**config.mk**
```make
export PLATFORM = sky130hd
export DESIGN_NAME = prga_fifo_rr_drain_flat
export DESIGN_NICKNAME = d
export VERILOG_FILES = /design/src/rtl/prga_fifo_rr_drain_if.sv /design/src/rtl/prga_fifo_rr_drain.sv /design/src/flat_wrapper.sv
export SDC_FILE = /design/constraint.sdc
export NUM_CORES = 1
export LEC_CHECK = 0
export ABC_AREA = 0
export CAP_MARGIN = 20
export CORE_MARGIN = 4
export CORE_UTILIZATION = 37
export CTS_CLUSTER_DIAMETER = 100
export DETAILED_ROUTE_END_ITERATION = 6
export PLACE_DENSITY = 0.84
export REMOVE_ABC_BUFFERS = 1
export SETUP_SLACK_MARGIN = 0.1
export SLEW_MARGIN = 20
export SYNTH_ARGS = -nofsm -noshare
export SYNTH_HDL_FRONTEND = slang
export SYNTH_SLANG_ARGS = --single-unit
```
**constraint.sdc**
```tcl
create_clock -name clk -period 3.85 [get_ports clk]
set_input_delay 1.155 -clock clk [delete_from_list [all_inputs] [get_ports clk]]
set_output_delay 1.155 -clock clk [all_outputs]
set_load 0.01 [all_outputs]
```
**src/rtl/prga_fifo_rr_drain_if.sv**
```systemverilog
// prga_fifo_rr_drain_if: upstream lookahead FIFOs, downstream FIFO write port and grant status
interface prga_fifo_rr_drain_if #(
   parameter int NUM_SRC    = 4,
   parameter int DATA_WIDTH = 8,
   parameter int ID_WIDTH   = ($clog2(NUM_SRC) > 1) ? $clog2(NUM_SRC) : 1
);
   logic [NUM_SRC-1:0]            src_en;
   logic [NUM_SRC-1:0]            src_empty;
   logic [NUM_SRC-1:0]            src_rd;
   logic [NUM_SRC*DATA_WIDTH-1:0] src_dout;
   logic                          dst_full;
   logic                          dst_wr;
   logic [DATA_WIDTH-1:0]         dst_din;
   logic                          grant_valid;
   logic [ID_WIDTH-1:0]           grant_id;

   modport slave (
      input  src_en, src_empty, src_dout, dst_full,
      output src_rd, dst_wr, dst_din, grant_valid, grant_id
   );

   modport master (
      output src_en, src_empty, src_dout, dst_full,
      input  src_rd, dst_wr, dst_din, grant_valid, grant_id
   );
endinterface

```
**src/rtl/prga_fifo_rr_drain.sv**
```systemverilog
// prga_fifo_rr_drain: round-robin drain of several lookahead FIFOs into one FIFO, bursts of up to BURST_LEN words
module prga_fifo_rr_drain #(
   parameter int NUM_SRC    = 4,
   parameter int DATA_WIDTH = 8,
   parameter int BURST_LEN  = 4,
   localparam int ID_WIDTH  = ($clog2(NUM_SRC) > 1) ? $clog2(NUM_SRC) : 1
) (
   input logic clk,
   input logic rst,
   prga_fifo_rr_drain_if.slave bus
);
   localparam int CNT_WIDTH = (BURST_LEN > 1) ? $clog2(BURST_LEN) : 1;

   typedef enum logic {IDLE, GRANT} state_t;

   state_t               state;
   logic [ID_WIDTH-1:0]  rr_ptr;
   logic [ID_WIDTH-1:0]  grant_id;
   logic [ID_WIDTH-1:0]  pick;
   logic [CNT_WIDTH-1:0] burst_cnt;
   logic                 grant_valid;
   logic [NUM_SRC-1:0]   req;
   logic                 g_ok;
   logic                 xfer;
   logic                 last;

   // explicit modulo so a non-power-of-two NUM_SRC wraps correctly
   function automatic logic [ID_WIDTH-1:0] wrap(input int v);
      return ID_WIDTH'(v >= NUM_SRC ? v - NUM_SRC : v);
   endfunction

   // eligibility, rotating priority pick and the combinational transfer strobe
   always_comb begin
      req = bus.src_en & ~bus.src_empty;
      pick = rr_ptr;
      for (int k = NUM_SRC - 1; k >= 0; k--)
         if (req[wrap(int'(rr_ptr) + k)]) pick = wrap(int'(rr_ptr) + k);
      g_ok = state == GRANT && req[grant_id] && !rst;
      xfer = g_ok && !bus.dst_full;
      last = burst_cnt == CNT_WIDTH'(BURST_LEN - 1);
   end

   assign bus.src_rd      = xfer ? (NUM_SRC'(1) << grant_id) : '0;
   assign bus.dst_wr      = xfer;
   assign bus.dst_din     = bus.src_dout[grant_id*DATA_WIDTH +: DATA_WIDTH];
   assign bus.grant_valid = grant_valid;
   assign bus.grant_id    = grant_id;

   // grant FSM: hold for a burst, drop on burst end or a dried-up/disabled source, stall on full
   always_ff @(posedge clk)
      if (rst) begin
         state       <= IDLE;
         rr_ptr      <= '0;
         grant_id    <= '0;
         grant_valid <= 1'b0;
         burst_cnt   <= '0;
      end else if (state == IDLE) begin
         if (|req) begin
            state       <= GRANT;
            grant_id    <= pick;
            grant_valid <= 1'b1;
            burst_cnt   <= '0;
         end
      end else if (xfer && !last) begin
         burst_cnt <= burst_cnt + 1'b1;
      end else if (xfer || !g_ok) begin
         state       <= IDLE;
         grant_valid <= 1'b0;
         burst_cnt   <= '0;
         rr_ptr      <= wrap(int'(grant_id) + 1);
      end
endmodule

```
**src/flat_wrapper.sv**
```systemverilog
// flat-port wrapper written by rule: the top's interface ports become plain ports
module prga_fifo_rr_drain_flat 
#(
   parameter int NUM_SRC    = 4,
   parameter int DATA_WIDTH = 8,
   parameter int BURST_LEN  = 4,
   localparam int ID_WIDTH  = ($clog2(NUM_SRC) > 1) ? $clog2(NUM_SRC) : 1
)
  (clk, rst, bus_src_en, bus_src_empty, bus_src_dout, bus_dst_full, bus_src_rd, bus_dst_wr, bus_dst_din, bus_grant_valid, bus_grant_id);
  prga_fifo_rr_drain_if #(.NUM_SRC(NUM_SRC), .DATA_WIDTH(DATA_WIDTH), .ID_WIDTH(2)) bus_i ();
  input logic clk;
  input logic rst;
  input wire logic [$bits(bus_i.src_en)-1:0] bus_src_en;
  input wire logic [$bits(bus_i.src_empty)-1:0] bus_src_empty;
  input wire logic [$bits(bus_i.src_dout)-1:0] bus_src_dout;
  input wire logic [$bits(bus_i.dst_full)-1:0] bus_dst_full;
  output wire logic [$bits(bus_i.src_rd)-1:0] bus_src_rd;
  output wire logic [$bits(bus_i.dst_wr)-1:0] bus_dst_wr;
  output wire logic [$bits(bus_i.dst_din)-1:0] bus_dst_din;
  output wire logic [$bits(bus_i.grant_valid)-1:0] bus_grant_valid;
  output wire logic [$bits(bus_i.grant_id)-1:0] bus_grant_id;
  assign bus_i.src_en = bus_src_en;
  assign bus_i.src_empty = bus_src_empty;
  assign bus_i.src_dout = bus_src_dout;
  assign bus_i.dst_full = bus_dst_full;
  assign bus_src_rd = bus_i.src_rd;
  assign bus_dst_wr = bus_i.dst_wr;
  assign bus_dst_din = bus_i.dst_din;
  assign bus_grant_valid = bus_i.grant_valid;
  assign bus_grant_id = bus_i.grant_id;
  prga_fifo_rr_drain #(.NUM_SRC(NUM_SRC), .DATA_WIDTH(DATA_WIDTH), .BURST_LEN(BURST_LEN)) u_core (.clk(clk), .rst(rst), .bus(bus_i));
endmodule
```
Word level (Yosys, flattened, before mapping)
Cells that the tools add are included.

word-level totals
  logic and storage cells = 82
  bits in registers = 8
  output and inout port bits = 16

cells by class
  eq/ne operators = 4
  bitwise logic cells = 4
  shift operators = 2
  magnitude comparators = 10
  muxes and demuxes = 32
  reduce and logical (&&, ||, !) cells = 15
  $add $sub $neg = 10

operators with widths
  kind                                                               number
  variable part select 32 x 6 -> 8 bit                               1
  two-way mux 2 bit                                                  13
  < comparator 2 x 3 -> 1 bit, second input constant                 5
  two-way mux 1 bit                                                  13
  greater-or-equal comparator 3 bit, second input constant           4
  binary-select mux 1 bit (select 2 bit)                             5
  subtractor 2 x 1 -> 2 bit, second input constant                   5
  adder 2 x 1 -> 3 bit, second input constant                        2
  adder 2 x 2 -> 3 bit, second input constant                        2
  AND reduction 3 bit                                                2
  AND 4 bit                                                          1
  logical AND 1 bit                                                  4
  zero test 1 bit                                                    4
  two-way mux 4 bit                                                  1
  inequality test 2 bit, second input constant                       2
  inverter 4 bit                                                     1
  AND reduction 2 bit                                                2
  OR reduction 4 bit                                                 1
  left shift 1 x 2 -> 4 bit, first input constant                    1
  greater-or-equal comparator 2 x 3 -> 1 bit, second input constant  1
  inequality test 3 bit, second input constant                       1
  adder 2 x 1 -> 2 bit, second input constant                        1
  == test 2 bit, second input constant                               1
  inverter 1 bit                                                     2
  other kinds (2)                                                    2

Depth between registers and ports, before layout
  depth after elaboration = 11
  depth in mapped cells = 5
  mapped depth without buffers = 5

Least setup slack after synthesis
OpenSTA, ideal clock, no wires.

  path type = input to output
  start point = input port bus_src_empty[0]
  end point = output port bus_src_rd[0]
  cell stages on the path = 5
  path slack = 0.623 ns
  arrival time = 2.072 ns
  required time = 2.695 ns
  path buffers = 0
  cell sequence = nand2b_1 > o211ai_2 > nand4_1 > nor2_2 > and2_1

between the ends
  word-level cells in the longest chain between the ends = 8

RTL lines
  element                                  line                      source
  start: declaration                       flat_wrapper.sv:14        input wire logic [$bits(bus_i.src_empty)-1:0] bus_src_empty;
  inverter 4 bit                           prga_fifo_rr_drain.sv:34  req = bus.src_en & ~bus.src_empty;
  AND 4 bit                                prga_fifo_rr_drain.sv:34
  binary-select mux 1 bit (select 2 bit)   prga_fifo_rr_drain.sv:38  g_ok = state == GRANT && req[grant_id] && !rst;
  two-way mux 1 bit (not written as such)  prga_fifo_rr_drain.sv:38
  logical AND 1 bit (2 in series)          prga_fifo_rr_drain.sv:38
  logical AND 1 bit                        prga_fifo_rr_drain.sv:39  xfer = g_ok && !bus.dst_full;
  via bus_dst_wr                           flat_wrapper.sv:18        output wire logic [$bits(bus_i.dst_wr)-1:0] bus_dst_wr;
  two-way mux 4 bit                        prga_fifo_rr_drain.sv:43  assign bus.src_rd = xfer ? (NUM_SRC'(1) << grant_id) : '0;
  end: declaration                         flat_wrapper.sv:17        output wire logic [$bits(bus_i.src_rd)-1:0] bus_src_rd;

The timed path passes the listed nets, and every way through them passes these cells. The select of a mux whose other input is x is not followed.

Worst setup path after layout
  start point = input port bus_src_dout[11]
  end point = output port bus_dst_din[3]

between the ends
  word-level cells in the longest chain between the ends = 1

RTL lines
  element                               line                      source
  start: declaration                    flat_wrapper.sv:15        input wire logic [$bits(bus_i.src_dout)-1:0] bus_src_dout;
  variable part select 32 x 6 -> 8 bit  prga_fifo_rr_drain.sv:45  assign bus.dst_din = bus.src_dout[grant_id*DATA_WIDTH +: DATA_WIDTH];
  end: declaration                      flat_wrapper.sv:19        output wire logic [$bits(bus_i.dst_din)-1:0] bus_dst_din;

No other way between the ends.

==> results.cfg <==
[worst_setup_path]
critPathLaunchType = input port
path_cells = clkdlybuf4s50_1 -> mux4_1 -> clkdlybuf4s50_1
cp_common_cell = clkdlybuf4s50_1
cp.arrival_ns = 2.56
cp_data_required_time_ns = 2.69
cp_num_buf_inv = 2
ff2ff_path_depth = 18
slowest_stage = mux4_1
cp-startpoint = bus_src_dout[11]
r2r_end = u_core.burst_cnt[0]$_SDFFE_PP0P_
cp_max_fo = 1
critical_path_class = input port to output port
reg2reg_slack_ns = 0.78
crit_family = buffers and inverters
r2r_start = u_core.bus.grant_id[0]$_SDFFE_PP0P_
worstSetupEndpointType = output port
cp_num_cells = 3
cp_slowest_stage_delay_ns = 0.50
crit_end = bus_dst_din[3]

[cells_and_area]
antenna_cells = 0
nets = 210
area_growth_pct = 98.1
drive_gt1_frac = 0.275
instances_no_fill = 187
layout.core_utilization = 0.808

[synth]
yosysWarnings = 0
ys.flop_type = dfxtp_1
synth_top_area_share = 0.250
ys_top_cells_by_count = dfxtp_1 (8), mux4_1 (8), a21oi_1 (5), ha_1 (5), nand2_1 (5)
yosys.area.top_type = mux4_1
async_reset_ff_frac = 0
netlist_top_cells_area = mux4_1 (25%), dfxtp_1 (19%), ha_1 (7.4%)
netlist_instances = 76
synth_edf_count = 0
synth_area_um2 = 841
syn_area_per_cell_um2 = 11.1
netlist-cell-type-count = 35
ys_seq_area_frac = 0.190
ys_ff_latch = 8

[clock_network]
cts_buffers = 3
cts_num_sinks = 8
clk_path_buf_depth = 2
clockRootBuffer = clkbuf_4
htreeDepth = 1
cts_tree = built
clk-insertion-delay-late_ns = 0.24
clkTransAtPathRegs_ns = 0.05

[sta]
worst_pin_slew_ns = 0.520
max_freq_ghz = 0.269
setup_tns_ns = 0
period_needed_ns = 3.72
finalCritPeriodShare = 0.966
holdWs_ns = 0.487
drv_slew = 0
rsz0062_at_grt = false
fin_worst_skew_ns = 0.00107
relSlewSlack = 0.653
finalHoldViolCount = 0
setup_ws_ns = 0.132
finalSetupViolations = 0

[floorplanning]
die_width_um = 55.7
ios = 59
fp.dieH_um = 55.7
core_area_mm2 = 0.00206
rows = 16
initial_utilization = 0.408
dieArea_mm2 = 0.00310

[drt]
first_pass_iters = 4
routed_wl_um = 2890
via_per_inst = 5.03
first_iter_violations = 20
drc = 0
ant_nets = 0
wl_per_cell_um = 15.5
detailroute.via_count = 941

[global_routing]
grt_usage = 0.193
first_global_vias = 1032
grt_overflow_total = 0
grt_most_used_layer = met2
gr-usage-met3 = 0.0487
grt_max_degree = 12
grt_pass1_wl_um = 4740
grt_antenna_before_repair = 0
use_met2 = 0.372
met1_usage = 0.194

[hold_path]
hold_path_class = register to register

[pwr]
powerDensity_mw_per_mm2 = 199
vdd_drop_max_mv = 0.357
power.leakage_nw = 0.699

[placement]
dp_slack_ns = -0.298
place_inst = 168
io_buffers = 58
place_hpwl_um = 2270
gp_congestion = 0.845

[run]
drv_cap = 0

[run_status]
status = completed
## final cells by class
| cell class | count | area, um^2 |
|---|---|---|
| inverter | 4 | 15.0 |
| timing repair buffer | 84 | 759 |
| multi-input combinational | 61 | 674 |
| clock buffer | 3 | 22.5 |
| sequential | 8 | 160 |
| tap | 27 | 33.8 |
| fill | 145 | 397 |
## metrics by stage
step                area (um^2)  power, mW
floorplan                   820      0.166
global placement           1510      0.259
detailed placement         1510      0.263
CTS                        1670      0.333
global route               1670      0.354
finish                     1670      0.331
## worst min-delay path, stage by stage (launching register included)
cell and delay (ns):
dfxtp_1 0.31, nand2b_1 0.07, a21oi_1 0.06
## sequential cells by signal, summed over array words and instances (netlist names)
register and count:
u_core.state 1, u_core.bus.grant_valid 1, u_core.bus.grant_id 2, u_core.rr_ptr 2
u_core.burst_cnt 2
## worst min path at each step
stage	start	to	slack [ns]	cells past startpoint
after detailed placement	u_core.bus.grant_valid$_SDFFE_PP0P_	u_core.bus.grant_valid$_SDFFE_PP0P_	0.47	2
after CTS	u_core.bus.grant_valid$_SDFFE_PP0P_	u_core.bus.grant_valid$_SDFFE_PP0P_	0.47	2
final	u_core.bus.grant_valid$_SDFFE_PP0P_	u_core.bus.grant_valid$_SDFFE_PP0P_	0.49	2
after global placement	u_core.bus.grant_valid$_SDFFE_PP0P_	u_core.bus.grant_valid$_SDFFE_PP0P_	0.46	2
after global routing	u_core.burst_cnt[0]$_SDFFE_PP0P_	u_core.burst_cnt[0]$_SDFFE_PP0P_	0.53	2
after floorplan	u_core.burst_cnt[0]$_SDFFE_PP0P_	u_core.burst_cnt[0]$_SDFFE_PP0P_	0.45	2
## report_power, final
part / leakage (nW) / switching, mW / internal (mW)
logic: 0.620 / 0.0588 / 0.112
registers: 0.0656 / 0.0125 / 0.0897
clock network: 0.0138 / 0.0232 / 0.0353
## routing by layer
layer	vias up	share of wire
li1	471	-
met1	439	0.36
met2	27	0.58
met3	4	0.037
met4	0	0.018
met5	-	0
## cell families (layout without fill, tap and decap cells)
group | after synthesis | in the layout | synth area share
buffers and inverters | 7 | 91 | 0.0431
muxes | 10 | 10 | 0.275
and+or+nand+nor | 29 | 29 | 0.254
AOI/OAI and AO/OA | 17 | 17 | 0.162
adders and majority gates | 5 | 5 | 0.0744
DFF | 8 | 8 | 0.190
## cells in the final DEF, fill, tap and decap left out, drive strengths merged
master / count
nand4: 2
nand2: 5
clkdlybuf4s15: 2
nor2: 4
a2111oi: 1
a41oi: 1
mux2: 1
inv: 4
ha: 5
buf: 27
a31oi: 1
dfxtp: 8
mux4: 8
nand3b: 2
dlygate4sd2: 11
a21o: 1
or3: 1
nand2b: 6
a21oi: 5
dlymetal6s2s: 1
o211ai: 1
nor3: 1
o21ai: 3
and4b: 1
a211oi: 1
nand3: 1
clkdlybuf4s50: 43
clkbuf: 3
nor3b: 2
and2: 4
mux2i: 1
a311oi: 1
o31ai: 1
a211o: 1
## what timing repair did
action                     in CTS  in global routing
gates resized for setup        20                  6
pin swaps                       5                  2
setup buffers                  18                  1
hold buffers                    0                  0
setup endpoints to repair       5                  8
(Power assumes the default switching activity.)
